**src/rtl/irs_monitor_pkg.sv**
```systemverilog
// -----------------------------------------------------------------------------
// irs_monitor_pkg
// Shared definitions for the IRS occupancy monitor:
//   - default parameter values
//   - IDLE/DEAD state encoding of the trigger-inhibit register
//   - width helper for saturating additions
// -----------------------------------------------------------------------------
package irs_monitor_pkg;

    localparam int DEF_CNT_WIDTH       = 9;
    localparam int DEF_REQ_WIDTH       = 3;
    localparam int DEF_STAT_WIDTH      = 8;
    localparam int DEF_DEAD_CNT_WIDTH  = 20;
    localparam int DEF_OCC_WINDOW_LOG2 = 4;
    localparam int DEF_HYST_CYCLES     = 4;

    typedef enum logic {
        ST_IDLE = 1'b0,
        ST_DEAD = 1'b1
    } dead_state_t;

    // Width needed to hold a + b without wrapping, so saturation can be
    // detected from the carry bit.
    function automatic int sat_add_width(input int a_w, input int b_w);
        return ((a_w > b_w) ? a_w : b_w) + 1;
    endfunction

endpackage

```
**src/rtl/irs_pps_stat_counter.sv**
```systemverilog
// -----------------------------------------------------------------------------
// irs_pps_stat_counter
// Saturating event counter with a PPS latch/clear. On pps_i the top OUT_WIDTH
// bits of the accumulator are latched into stat_o and the accumulator restarts.
// KEEP_PPS_INC selects whether an increment on the pps cycle seeds the new
// second (1) or is dropped (0).
// Ports:
//   clk_i   system clock
//   rst_i   synchronous active-high reset
//   inc_i   count enable
//   pps_i   latch-and-clear strobe
//   stat_o  latched statistic (OUT_WIDTH)
// -----------------------------------------------------------------------------
module irs_pps_stat_counter
    import irs_monitor_pkg::*;
#(
    parameter int ACC_WIDTH    = DEF_DEAD_CNT_WIDTH,
    parameter int OUT_WIDTH    = DEF_STAT_WIDTH,
    parameter bit KEEP_PPS_INC = 1'b0
) (
    input  logic                 clk_i,
    input  logic                 rst_i,
    input  logic                 inc_i,
    input  logic                 pps_i,
    output logic [OUT_WIDTH-1:0] stat_o
);

    logic [ACC_WIDTH-1:0] acc_reg;
    logic [OUT_WIDTH-1:0] stat_reg;

    always_ff @(posedge clk_i) begin
        if (rst_i) begin
            acc_reg  <= '0;
            stat_reg <= '0;
        end else if (pps_i) begin
            stat_reg <= acc_reg[ACC_WIDTH-1 -: OUT_WIDTH];
            acc_reg  <= (KEEP_PPS_INC && inc_i) ? ACC_WIDTH'(1) : '0;
        end else if (inc_i && (acc_reg != '1)) begin
            acc_reg <= acc_reg + ACC_WIDTH'(1);
        end
    end

    assign stat_o = stat_reg;

endmodule

```
**src/rtl/irs_occupancy_monitor.sv**
```systemverilog
// -----------------------------------------------------------------------------
// irs_occupancy_monitor
// Tracks the number of locked IRS blocks, drives a trigger inhibit with
// high/low water marks plus exit hysteresis, and produces per-PPS statistics
// (deadtime, windowed average occupancy, max occupancy, inhibited triggers).
// Optional macro IRS_OCC_ERR_EN enables sticky overflow/underflow flags on
// err_o; without it err_o is tied to 0 and err_clr_i is ignored.
// Ports:
//   clk_i, rst_i             clock, synchronous active-high reset
//   slow_ce_i, micro_ce_i    occupancy sample strobe, deadtime tick strobe
//   pps_i                    statistics latch strobe
//   block_req_i/done_i       blocks locked / freed this cycle
//   trig_i                   trigger arrival
//   high_water_i/low_water_i dead entry / exit thresholds
//   irs_dead_i               external dead, ORed into dead_o
//   err_clr_i                clears err_o
//   dead_o                   trigger inhibit
//   deadtime_o, occupancy_o, max_occupancy_o, inhibit_count_o  statistics
//   err_o                    [0] overflow, [1] underflow
// -----------------------------------------------------------------------------
module irs_occupancy_monitor
    import irs_monitor_pkg::*;
#(
    parameter int CNT_WIDTH       = DEF_CNT_WIDTH,
    parameter int REQ_WIDTH       = DEF_REQ_WIDTH,
    parameter int STAT_WIDTH      = DEF_STAT_WIDTH,
    parameter int DEAD_CNT_WIDTH  = DEF_DEAD_CNT_WIDTH,
    parameter int OCC_WINDOW_LOG2 = DEF_OCC_WINDOW_LOG2,
    parameter int HYST_CYCLES     = DEF_HYST_CYCLES
) (
    input  logic                  clk_i,
    input  logic                  rst_i,
    input  logic                  slow_ce_i,
    input  logic                  micro_ce_i,
    input  logic                  pps_i,
    input  logic [REQ_WIDTH-1:0]  block_req_i,
    input  logic [REQ_WIDTH-1:0]  block_done_i,
    input  logic                  trig_i,
    input  logic [CNT_WIDTH-1:0]  high_water_i,
    input  logic [CNT_WIDTH-1:0]  low_water_i,
    input  logic                  irs_dead_i,
    input  logic                  err_clr_i,
    output logic                  dead_o,
    output logic [STAT_WIDTH-1:0] deadtime_o,
    output logic [STAT_WIDTH-1:0] occupancy_o,
    output logic [STAT_WIDTH-1:0] max_occupancy_o,
    output logic [STAT_WIDTH-1:0] inhibit_count_o,
    output logic [1:0]            err_o
);

    localparam int SUM_W    = sat_add_width(CNT_WIDTH, REQ_WIDTH);
    localparam int OCC_W    = CNT_WIDTH + OCC_WINDOW_LOG2;
    localparam int HYST_W   = $clog2(HYST_CYCLES + 1);
    localparam int STAT_MAX = (2 ** STAT_WIDTH) - 1;

    // ---------------- block counter ----------------
    logic [CNT_WIDTH-1:0] count_reg, count_next;
    logic [SUM_W-1:0]     req_sum;
    logic [SUM_W-1:0]     done_ext;
    logic                 ovf_evt, udf_evt;

    always_comb begin
        req_sum    = SUM_W'(count_reg) + SUM_W'(block_req_i);
        done_ext   = SUM_W'(block_done_i);
        ovf_evt    = 1'b0;
        udf_evt    = 1'b0;
        count_next = count_reg;
        if (done_ext > req_sum) begin
            // Release larger than what is held: clamp at empty.
            udf_evt    = 1'b1;
            count_next = '0;
        end else if ((req_sum - done_ext) > SUM_W'({CNT_WIDTH{1'b1}})) begin
            ovf_evt    = 1'b1;
            count_next = '1;
        end else begin
            count_next = CNT_WIDTH'(req_sum - done_ext);
        end
    end

    always_ff @(posedge clk_i) begin
        if (rst_i) count_reg <= '0;
        else       count_reg <= count_next;
    end

    // ---------------- dead FSM ----------------
    dead_state_t          state_reg, state_next;
    logic [HYST_W-1:0]    hyst_reg, hyst_next, hyst_inc;
    logic [CNT_WIDTH-1:0] low_eff;
    logic                 below_low;
    logic                 dead_reg;

    // A low mark above the high mark would make exit impossible to reason
    // about, so the high mark doubles as the exit threshold in that case.
    assign low_eff   = (low_water_i > high_water_i) ? high_water_i : low_water_i;
    assign below_low = (count_reg < low_eff);
    assign hyst_inc  = hyst_reg + HYST_W'(1);

    always_ff @(posedge clk_i) begin
        if (rst_i) begin
            state_reg <= ST_IDLE;
            hyst_reg  <= '0;
        end else begin
            state_reg <= state_next;
            hyst_reg  <= hyst_next;
        end
    end

    always_comb begin
        state_next = state_reg;
        hyst_next  = '0;
        case (state_reg)
            ST_IDLE: begin
                if (count_reg >= high_water_i) state_next = ST_DEAD;
            end
            ST_DEAD: begin
                if (below_low) begin
                    if (hyst_inc == HYST_W'(HYST_CYCLES)) state_next = ST_IDLE;
                    else                                  hyst_next  = hyst_inc;
                end
            end
            default: state_next = ST_IDLE;
        endcase
    end

    always_comb begin
        dead_reg = (state_reg == ST_DEAD);
    end

    assign dead_o = dead_reg | irs_dead_i;

    // ---------------- per-PPS event counters ----------------
    irs_pps_stat_counter #(
        .ACC_WIDTH   (DEAD_CNT_WIDTH),
        .OUT_WIDTH   (STAT_WIDTH),
        .KEEP_PPS_INC(1'b0)
    ) u_deadtime (
        .clk_i (clk_i),
        .rst_i (rst_i),
        .inc_i (micro_ce_i & dead_o),
        .pps_i (pps_i),
        .stat_o(deadtime_o)
    );

    irs_pps_stat_counter #(
        .ACC_WIDTH   (STAT_WIDTH),
        .OUT_WIDTH   (STAT_WIDTH),
        .KEEP_PPS_INC(1'b1)
    ) u_inhibit (
        .clk_i (clk_i),
        .rst_i (rst_i),
        .inc_i (trig_i & dead_o),
        .pps_i (pps_i),
        .stat_o(inhibit_count_o)
    );

    // ---------------- windowed occupancy average ----------------
    logic [OCC_W-1:0]           occ_acc_reg;
    logic [OCC_W-1:0]           occ_sum;
    logic [OCC_W-1:0]           occ_avg;
    logic [OCC_WINDOW_LOG2-1:0] sample_cnt_reg;
    logic [STAT_WIDTH-1:0]      occupancy_reg;

    assign occ_sum = occ_acc_reg + OCC_W'(count_reg);
    assign occ_avg = occ_sum >> OCC_WINDOW_LOG2;

    always_ff @(posedge clk_i) begin
        if (rst_i) begin
            occ_acc_reg    <= '0;
            sample_cnt_reg <= '0;
            occupancy_reg  <= '0;
        end else if (slow_ce_i) begin
            sample_cnt_reg <= sample_cnt_reg + OCC_WINDOW_LOG2'(1);
            if (sample_cnt_reg == '1) begin
                occ_acc_reg   <= '0;
                occupancy_reg <= (occ_avg > OCC_W'(STAT_MAX)) ? '1 : occ_avg[STAT_WIDTH-1:0];
            end else begin
                occ_acc_reg <= occ_sum;
            end
        end
    end

    assign occupancy_o = occupancy_reg;

    // ---------------- per-second max occupancy ----------------
    logic [CNT_WIDTH-1:0]  run_max_reg;
    logic [STAT_WIDTH-1:0] max_occ_reg;

    always_ff @(posedge clk_i) begin
        if (rst_i) begin
            run_max_reg <= '0;
            max_occ_reg <= '0;
        end else if (pps_i) begin
            max_occ_reg <= (run_max_reg > CNT_WIDTH'(STAT_MAX)) ? '1 : run_max_reg[STAT_WIDTH-1:0];
            // The new second already holds the current count.
            run_max_reg <= count_reg;
        end else if (count_reg > run_max_reg) begin
            run_max_reg <= count_reg;
        end
    end

    assign max_occupancy_o = max_occ_reg;

    // ---------------- optional sticky error flags ----------------
`ifdef IRS_OCC_ERR_EN
    logic [1:0] err_reg;
    logic [1:0] err_set;

    assign err_set = {udf_evt, ovf_evt};

    for (genvar gi = 0; gi < 2; gi++) begin : g_err
        // Set has priority over a same-cycle clear.
        always_ff @(posedge clk_i) begin
            if (rst_i)            err_reg[gi] <= 1'b0;
            else if (err_set[gi]) err_reg[gi] <= 1'b1;
            else if (err_clr_i)   err_reg[gi] <= 1'b0;
        end
    end

    assign err_o = err_reg;
`else
    logic err_unused;
    assign err_unused = err_clr_i ^ ovf_evt ^ udf_evt;
    assign err_o      = 2'b00;
`endif

endmodule

```
**config.mk**
```make
export PLATFORM = sky130hd
export DESIGN_NAME = irs_occupancy_monitor
export DESIGN_NICKNAME = d
export VERILOG_FILES = /design/src/rtl/irs_monitor_pkg.sv /design/src/rtl/irs_pps_stat_counter.sv /design/src/rtl/irs_occupancy_monitor.sv
export SDC_FILE = /design/constraint.sdc
export NUM_CORES = 1
export LEC_CHECK = 0
export CAP_MARGIN = 30
export CORE_ASPECT_RATIO = 1.25
export CORE_UTILIZATION = 30
export DETAILED_ROUTE_END_ITERATION = 8
export GPL_TIMING_DRIVEN = 0
export SLEW_MARGIN = 20
export SYNTH_ARGS = -nofsm -noshare
export SYNTH_HDL_FRONTEND = slang
export SYNTH_HIERARCHICAL = 1
export SYNTH_SLANG_ARGS = --single-unit
```
**constraint.sdc**
```tcl
create_clock -name clk_i -period 3.2 [get_ports clk_i]
set_input_delay 0.64 -clock clk_i [delete_from_list [all_inputs] [get_ports clk_i]]
set_output_delay 0.64 -clock clk_i [all_outputs]
set_load 0.02 [all_outputs]
```
# ---- Word-level counts from Yosys, hierarchy flattened
# Cells that the tools add are included.
# W data, S select, Z words.
dict set report totals {
  output_inout_bits 35
  memories 0
  romBits 0
  register_bits 99
  latchBits 0
  ram_bits 0
}
dict set report classes {
  n_mul 0
  bitwise_logic 5
  n_eq_ne 4
  addsub 7
  reduce_logical 8
  shifts 0
  div_mod_pow 0
  muxes 14
  order_cmp 8
}
# cell n
set op_table {}
lappend op_table {{$mux W9} 4}
lappend op_table {{$mux W8} 4}
lappend op_table {{$add A20 B1 Y20 const B} 1}
lappend op_table {{$ne A20 B20 Y1 const B} 1}
lappend op_table {{$gt A9 B8 Y1 const B} 2}
lappend op_table {{$gt A9 B9 Y1} 2}
lappend op_table {{$add A13 B9 Y13} 1}
lappend op_table {{$mux W13} 1}
lappend op_table {{$add A9 B3 Y10} 1}
lappend op_table {{$gt A10 B9 Y1 const B} 1}
lappend op_table {{$gt A3 B10 Y1} 1}
lappend op_table {{$sub A10 B3 Y10} 1}
lappend op_table {{$ge A9 B9 Y1} 1}
lappend op_table {{$lt A9 B9 Y1} 1}
lappend op_table {{$add A8 B1 Y8 const B} 1}
lappend op_table {{$ne A8 B8 Y1 const B} 1}
lappend op_table {{$add A4 B1 Y4 const B} 1}
lappend op_table {{$eq A4 B4 Y1 const B} 1}
lappend op_table {{$mux W1} 4}
lappend op_table {{$reduce_bool A2 Y1} 2}
lappend op_table {{$reduce_or A2 Y1} 2}
lappend op_table {{$reduce_or A4 Y1} 1}
lappend op_table {{$add A3 B1 Y3 const B} 1}
lappend op_table {{$eq A3 B3 Y1 const B} 1}
lappend op_table {{other kinds (6)} 9}

# ---- Logic depth before layout (Yosys ltp)
# Gate-level depths: netlist (run 1).
dict set report depth {
  word_depth 5
  depth_mapped 15
}

# ---- By module
# The synthesis (run 1) kept the hierarchy.
# mod instances cells_each area_per_inst_um2 seq_area_each_um2
set by_module_without_submodules {}
lappend by_module_without_submodules {irs_occupancy_monitor 1 450 3933.8 1101.1}
lappend by_module_without_submodules {{irs_pps_stat_counter (u_deadtime)} 1 144 1315.0 560.5}
lappend by_module_without_submodules {{irs_pps_stat_counter (u_inhibit)} 1 75 733.2 320.3}

# ---- Least setup slack after synthesis (run 1)
# OpenSTA, ideal clock, no wires.
dict set report synth_timing {
  kind {input to register}
  start {input high_water_i[6]}
  end {register hyst_reg[2]}
  path_buffers 0
  t_required_ns 3.139
  stages 14
  arrival_time_ns 3.089
  path_slack_ns 0.050
  path_cell_list {inv_1 ha_1 a22o_1 o41ai_4 a21oi_4 mux2i_1 ha_1 a21o_1 a21o_1 a21o_1 a21oi_1 o21ai_0 inv_1 and4_1}
}
dict set report synth_via {
  elab_chain_cells 5
}
# item line
set synth_rtl {}
lappend synth_rtl {{start: declaration} irs_occupancy_monitor.sv:39} ;# input logic [CNT_WIDTH-1:0] high_water_i,
lappend synth_rtl {{$gt A9 B9 Y1} irs_occupancy_monitor.sv:94} ;# assign low_eff = (low_water_i > high_water_i) ? high_water_i : low_water_i;
lappend synth_rtl {{$mux W9 (*)} irs_occupancy_monitor.sv:94}
lappend synth_rtl {{$lt A9 B9 Y1 (*)} irs_occupancy_monitor.sv:95} ;# assign below_low = (count_reg < low_eff);
lappend synth_rtl {{$not A1 Y1 (no line) (*)} n/a}
lappend synth_rtl {{$reduce_or A4 Y1 (no line) (*)} n/a}
lappend synth_rtl {{end signal: assignment} irs_occupancy_monitor.sv:104} ;# hyst_reg <= hyst_next;
lappend synth_rtl {{end: declaration} irs_occupancy_monitor.sv:87} ;# logic [HYST_W-1:0] hyst_reg, hyst_next, hyst_inc;
# Every way passes the cells marked *; elsewhere a longest branch is shown, timed or not.
# A chain may end at the register's enable or synchronous reset.

# ---- Final worst setup path (run 1)
dict set report layout_timing {
  start {input low_water_i[6]}
  end {register state_reg (netlist: dead_reg)}
}
dict set report layout_via {
  elab_chain_cells 5
}
# item line
set layout_rtl {}
lappend layout_rtl {{start: declaration} irs_occupancy_monitor.sv:40} ;# input logic [CNT_WIDTH-1:0] low_water_i,
lappend layout_rtl {{$gt A9 B9 Y1} irs_occupancy_monitor.sv:94}
lappend layout_rtl {{$mux W9 (*)} irs_occupancy_monitor.sv:94}
lappend layout_rtl {{$lt A9 B9 Y1 (*)} irs_occupancy_monitor.sv:95}
lappend layout_rtl {{$mux W1 (*)} irs_occupancy_monitor.sv:116} ;# if (below_low) begin
lappend layout_rtl {{$pmux W1 S2 (*)} irs_occupancy_monitor.sv:111} ;# case (state_reg)
lappend layout_rtl {{end signal: assignment} irs_occupancy_monitor.sv:103} ;# state_reg <= state_next;
lappend layout_rtl {{end: declaration} irs_occupancy_monitor.sv:86} ;# dead_state_t state_reg, state_next;
# Marks and branches as above.

==> out/results.ini, run 1 <==
[layout]
area_growth_pct=24.39
final.fill_count=2009
drive_above_1_share=0.1273
multiInputGateArea_um2=3831
seq_area_um2=1982
fin_area_um2=7441
largest_reg_flops=20
fin_util=0.3822
antenna-diode-count=0
nNetsFinal=839

[synth]
synth_area_leader_cell=dfxtp_1
synthDistinctLibCells=83
muxShareOfSynthArea=0.06359
synthXorXnorAreaFrac=0.04664
synth_compound_area_frac=0.1993
synth.area.top_cells=dfxtp_1 (33%), ha_1 (12%), mux2i_1 (6.4%)
postSynthAreaPerCell_um2=8.942
synthAdderAreaFrac=0.1251
yosysTopAreaCellShare=0.3313
seq_area_frac_synth=0.3313
synth_cells=669
ys.flop_type=dfxtp_1
synth_edf_count=0
async_flop_share=0
ys_ff_latch=99
synth_top_family_by_area=compound AO/OA/AOI/OAI gates
synth_warnings=6
syn_area_um2=5982
synth_simple_gate_area_frac=0.1816

[timing]
whs_ps=496.9
post-route-period-util=0.9572
slew_headroom=0.5170
tightest_slew_ps=724.5
rsz0062_at_grt=no
drv_slew=0
skew_ps=12.39
setup_tns_ps=0
timing.fmax_mhz=326.5
finalSetupViolations=0
hold_viol_final=0
period_needed_ps=3063

[global_routing]
antenna_found_initial=0
grt_max_degree=21
grt_pass1_vias=4841
grt_first_pass_wirelength_mm=23.66
grt.total_usage=0.1442
grt_overflow=0

[worst_setup_path]
start_kind=input pin
slowest_delay_ps=410
crit_buf_inv=2
worstPathArrival_ps=3280
crit_type=input pin to flip-flop
end_kind=flip-flop
critPathSlowestCell=o41ai_4
crit_top_cell=a21o_1
cp_cell_sequence=dlygate4sd2_1 -> ha_4 -> a22o_1 -> o41ai_4 -> a21oi_4 -> mux2i_2 -> ha_1 -> a21o_1 -> a21o_1 -> a21o_1 -> a21oi_1 -> o21ai_1 -> inv_2 -> a311oi_2
crit_required_ps=3420
crit_fanout=4
crit_family=compound AO/OA/AOI/OAI gates

[floorplanning]
dieHeight_um=159.9
num_rows=57
coreArea_um2=19470
num_io_pins=67
start_util=0.3072
dieArea_um2=20510
die_x_um=128.3

[placed_design]
port_buffers=62
place_area_um2=6938
gp_congestion=0.7897
hpwl_mm=10.51

[drt]
wl_met1_mm=6.406
first_pass_iters=4
maxUsedRoutingLayer=met4
vias_per_cell=4.952
drcViolationCount=0
wl_met2_mm=7.189
met3_length_um=431
wl_mm=14.23
first_iter_violations=203
ant_nets=0
wire_per_inst_um=13.96
via_count=5046

[cts]
clk_latency_ps=360
htreeDepth=3
cts-root-buf=clkbuf_16
clock_path_buffers=2
clock_sinks=99
cts_tree=done
clk_pin_slew_ps=80
numCtsBuffers=9

[pwr]
finalPower_mw=4.703
ir_drop_v=0.0002756
p_leak_nw=3.028
power_density_nw_per_um2=632.0

[min_path]
hp-class=flip-flop to flip-flop

[flow_run]
drv_cap=0

[run_status]
status=completed

## where the power goes
group          switching [mW]  internal, mW
Combinational            1.02         0.928
Sequential              0.188          1.37
Clock                   0.558         0.637
## cells in the final DEF (no fill, tap or decap), types with 14 or more instances in the layout
cell / netlist / layout
dfxtp_1: 99 / 99
nor2_1: 88 / 87
ha_1: 55 / 48
clkdlybuf4s50_1: 0 / 44
a21oi_1: 42 / 40
mux2i_1: 38 / 37
inv_1: 35 / 27
nand2_1: 30 / 26
o21ai_0: 25 / 24
xnor2_1: 17 / 17
nand3_1: 15 / 14
## cell usage after synthesis, types with 3 or more instances
cell type,count
dfxtp_1,99
inv_1,35
nand2_1,30
a311oi_1,4
fa_1,3
o211a_1,4
xor2_1,13
o22ai_1,10
a21oi_4,3
and4_1,5
o21ai_0,25
and2_1,9
a22oi_1,5
and4_4,5
xnor2_1,17
nor4_1,4
a21oi_1,42
a211oi_1,7
o21ai_1,3
a211o_1,4
ha_1,55
a21o_1,9
o21a_1,5
o211ai_1,3
nand2b_1,3
nand4_1,13
or2_2,3
buf_6,5
nor2_1,88
nand3_1,15
clkbuf_1,13
a31oi_1,7
or3_1,5
buf_2,3
mux2i_1,38
nor3_1,9
nor2b_1,3
and3_1,6
## per-stage QoR
stage,setup WS [ps],cells
2_1_floorplan,50.16,670
3_3_place_gp,-826.4,997
3_5_place_dp,-836.9,997
4_1_cts,10.61,1018
5_1_grt,12.38,1019
6_report,136.9,1019
## metal layers
metal / global-route usage / up-vias
met5: 0 / -
met1: 0.1718 / 2373
met2: 0.2587 / 69
li1: - / 2587
met3: 0.02580 / 17
met4: 0.04439 / 0
## logic make-up after synthesis
group / after synthesis
xor+xnor: 31
buf+inv: 62
mux: 38
fa+ha+maj: 58
other cells: 1
simple gates: 214
compound gates: 166
flops: 99
## worst reg2reg max path, delay by kind of cell (launching register included)
family | cells | cell delay [ps]
compound gates | 3 | 570
xor+xnor | 1 | 130
fa+ha+maj | 3 | 1210
buf+inv | 2 | 120
flops | 1 | 490
mux | 1 | 220
## final timing paths
path                         end  slack [ps]                 from  cells past startpoint
max                     dead_reg         140       low_water_i[6]                     14
min reg2reg  u_inhibit/stat_o[3]         500  u_inhibit/stat_o[3]                      2
max reg2reg         count_reg[8]         340         count_reg[0]                     10
min          u_inhibit/stat_o[3]         500  u_inhibit/stat_o[3]                      2
## layout make-up
| class | instances | area share |
|---|---|---|
| multi-input combinational | 509 | 0.5149 |
| sequential | 99 | 0.2664 |
| timing repair buffer | 68 | 0.08778 |
| tap | 265 | 0.04456 |
| clock buffer | 9 | 0.03027 |
| buffer | 27 | 0.02405 |
| inverter | 35 | 0.01766 |
| clock inverter | 7 | 0.01446 |
## timing repair
item	in CTS	in global routing
endpoints found under the setup margin	4	12
resized for setup	39	15
hold buffers	0	0
setup buffers	5	1
pin swaps	14	12
(Power assumes the default switching activity.)
==> inputs of run 2 (changes only) <==
- CTS_BUF_LIST: not set -> sky130_fd_sc_hd__clkbuf_16
- GPL_TIMING_DRIVEN: 0 -> not set
==> run 2 against run 1 <==
Effect of this change: clock skew is 2.3 ps lower; clock power is 7% lower; clock-buffer cell count stayed put; largest power group unchanged; non-clock buffer count is 26 higher; global-route usage is 0.41 points lower; critical path type unchanged; core utilization is 0.87 points higher; via count is 0.73% higher; die area stayed put; routed wire length is 3.8% lower; critical endpoint is now hyst_reg[2]; cell count is 2.6% higher.
==> out/results.ini, run 2 (synthesis results as in run 1) <==
[floorplanning]
num_rows=57
die_x_um=128.3
dieArea_um2=20510
dieHeight_um=159.9
start_util=0.3072
num_io_pins=67
coreArea_um2=19470

[timing]
tightest_slew_ps=557.5
fin_ws_ps=156.4
setup_tns_ps=0
slew_headroom=0.6283
hold_viol_final=0
period_needed_ps=3044
timing.fmax_mhz=328.6
skew_ps=10.08
finalSetupViolations=0
drv_slew=0
post-route-period-util=0.9511

[worst_setup_path]
timing.rr.start=count_reg[0]
crit_fanout=4
worstPathArrival_ps=3330
regToRegSetupSlack_ps=490
start_kind=input pin
end_kind=flip-flop
crit_type=input pin to flip-flop
crit_required_ps=3490
r2r_cells=10
reg2reg_to=count_reg[8]

[cts]
clock_path_buffers=2
clk_pin_slew_ps=70
cts_tree=done
clock_sinks=99
numCtsBuffers=9
clk_latency_ps=350
htreeDepth=3
cts-root-buf=clkbuf_16
cts_hold_buf=0

[layout]
stdcell_count=1045
largest_reg_flops=20
nNetsFinal=865
area_growth_pct=27.23
drive_above_1_share=0.1628
final.fill_count=1992
final_cell_mix=dfxtp_1 (99), nor2_1 (88), buf_4 (57)
multiInputGateArea_um2=3811
layout_commonest_cell=dfxtp_1
antenna-diode-count=0
fin_util=0.3909
fin_area_um2=7611
seq_area_um2=1982

[placed_design]
dpl_worst_slack_ps=-603.4
port_buffers=63
hpwl_mm=10.27
dp.cells=1023
place_area_um2=7149
gp_congestion=0.8275

[min_path]
min_to=u_inhibit/stat_o[2]
holdCritStartpoint=u_inhibit/stat_o[2]
hold_depth=2
hp-class=flip-flop to flip-flop

[drt]
ant_nets=0
via_count=5083
wire_per_inst_um=13.10
wl_mm=13.69
drcViolationCount=0
first_pass_iters=4
first_iter_violations=184
vias_per_cell=4.864

[flow_run]
drv_cap=0

[global_routing]
grt_max_degree=28
antenna_found_initial=0
grt_overflow=0
grt_pass1_vias=4804
grt_first_pass_wirelength_mm=23.01
grt.total_usage=0.1402

[pwr]
p_leak_nw=3.221
intPower_mw=3.038
ir_drop_v=0.0002853
clock_power_share=0.234
seq_power_share=0.315
pwr-share-comb=0.451
p_sw_frac=0.3596
power_density_nw_per_um2=623.2
switching_power_mw=1.706

[run_status]
status=completed

[run 2: cell types whose count changed in the layout (fill, tap and decap cells not counted), sizes merged]
cell,change
buf,+41
clkbuf,-14
clkdlybuf4s15,-1
clkdlybuf4s50,-1
clkinv,-3
dlygate4sd2,-3
dlymetal6s2s,+4
inv,+3
[run 2: area by class of cell]
type,instances,share of cell area
clock inverter,7,0.009535
timing repair buffer,121,0.1389
multi-input combinational,509,0.5007
sequential,99,0.2604
inverter,35,0.01726
tap,265,0.04356
clock buffer,9,0.02959
[run 2: how the worst max path moves through the flow]
stage / from / to / slack [ps] / cells after the start
6_report: low_water_i[6] / hyst_reg[2] / 160 / 15
5_1_grt: high_water_i[4] / hyst_reg[2] / -20 / 16
4_1_cts: low_water_i[0] / hyst_reg[2] / 0.8 / 16
3_5_place_dp: high_water_i[1] / hyst_reg[2] / -600 / 16
3_3_place_gp: high_water_i[4] / hyst_reg[2] / -540 / 15
2_1_floorplan: high_water_i[6] / hyst_reg[2] / 50 / 14
[run 2: per-stage QoR]
stage          hold slack (ps)  total power, mW
2_1_floorplan            459.2            3.003
3_3_place_gp             470.5            3.595
3_5_place_dp             480.7            3.612
4_1_cts                  498.5            4.775
5_1_grt                  508.8            5.117
6_report                 494.1            4.743
[run 2: power groups by stage]
| stage | logic, mW | clock network (mW) | registers (mW) |
|---|---|---|---|
| after floorplan | 1.48 | 0 | 1.53 |
| after global placement | 2.07 | 0 | 1.52 |
| after detailed placement | 2.09 | 0 | 1.52 |
| after CTS | 2.13 | 1.15 | 1.50 |
| after global routing | 2.41 | 1.19 | 1.51 |
| final | 2.14 | 1.11 | 1.49 |
[run 2: layer usage]
| metal | GRT usage | wire length [um] | vias up |
|---|---|---|---|
| met5 | 0 | 0 | - |
| met1 | 0.1653 | 6142 | 2367 |
| met3 | 0.02245 | 375 | 15 |
| li1 | - | - | 2634 |
| met2 | 0.2526 | 6957 | 67 |
| met4 | 0.04920 | 210 | 0 |
[run 2: repair_timing]
action / CTS / global route
setup buffers: 4 / 2
endpoints found under the setup margin: 4 / 4
resized for setup: 26 / 18
pin swaps: 16 / 21
[run 2: critical path, cell delays in order]
cell	delay, ps
dlygate4sd2_1	270
ha_4	250
a22o_1	240
o41ai_4	380
a21oi_4	110
buf_4	160
mux2i_1	110
ha_1	180
a21o_1	170
a21o_1	180
a21o_1	160
a21oi_2	120
o21ai_1	70
inv_1	120
and4_1	180
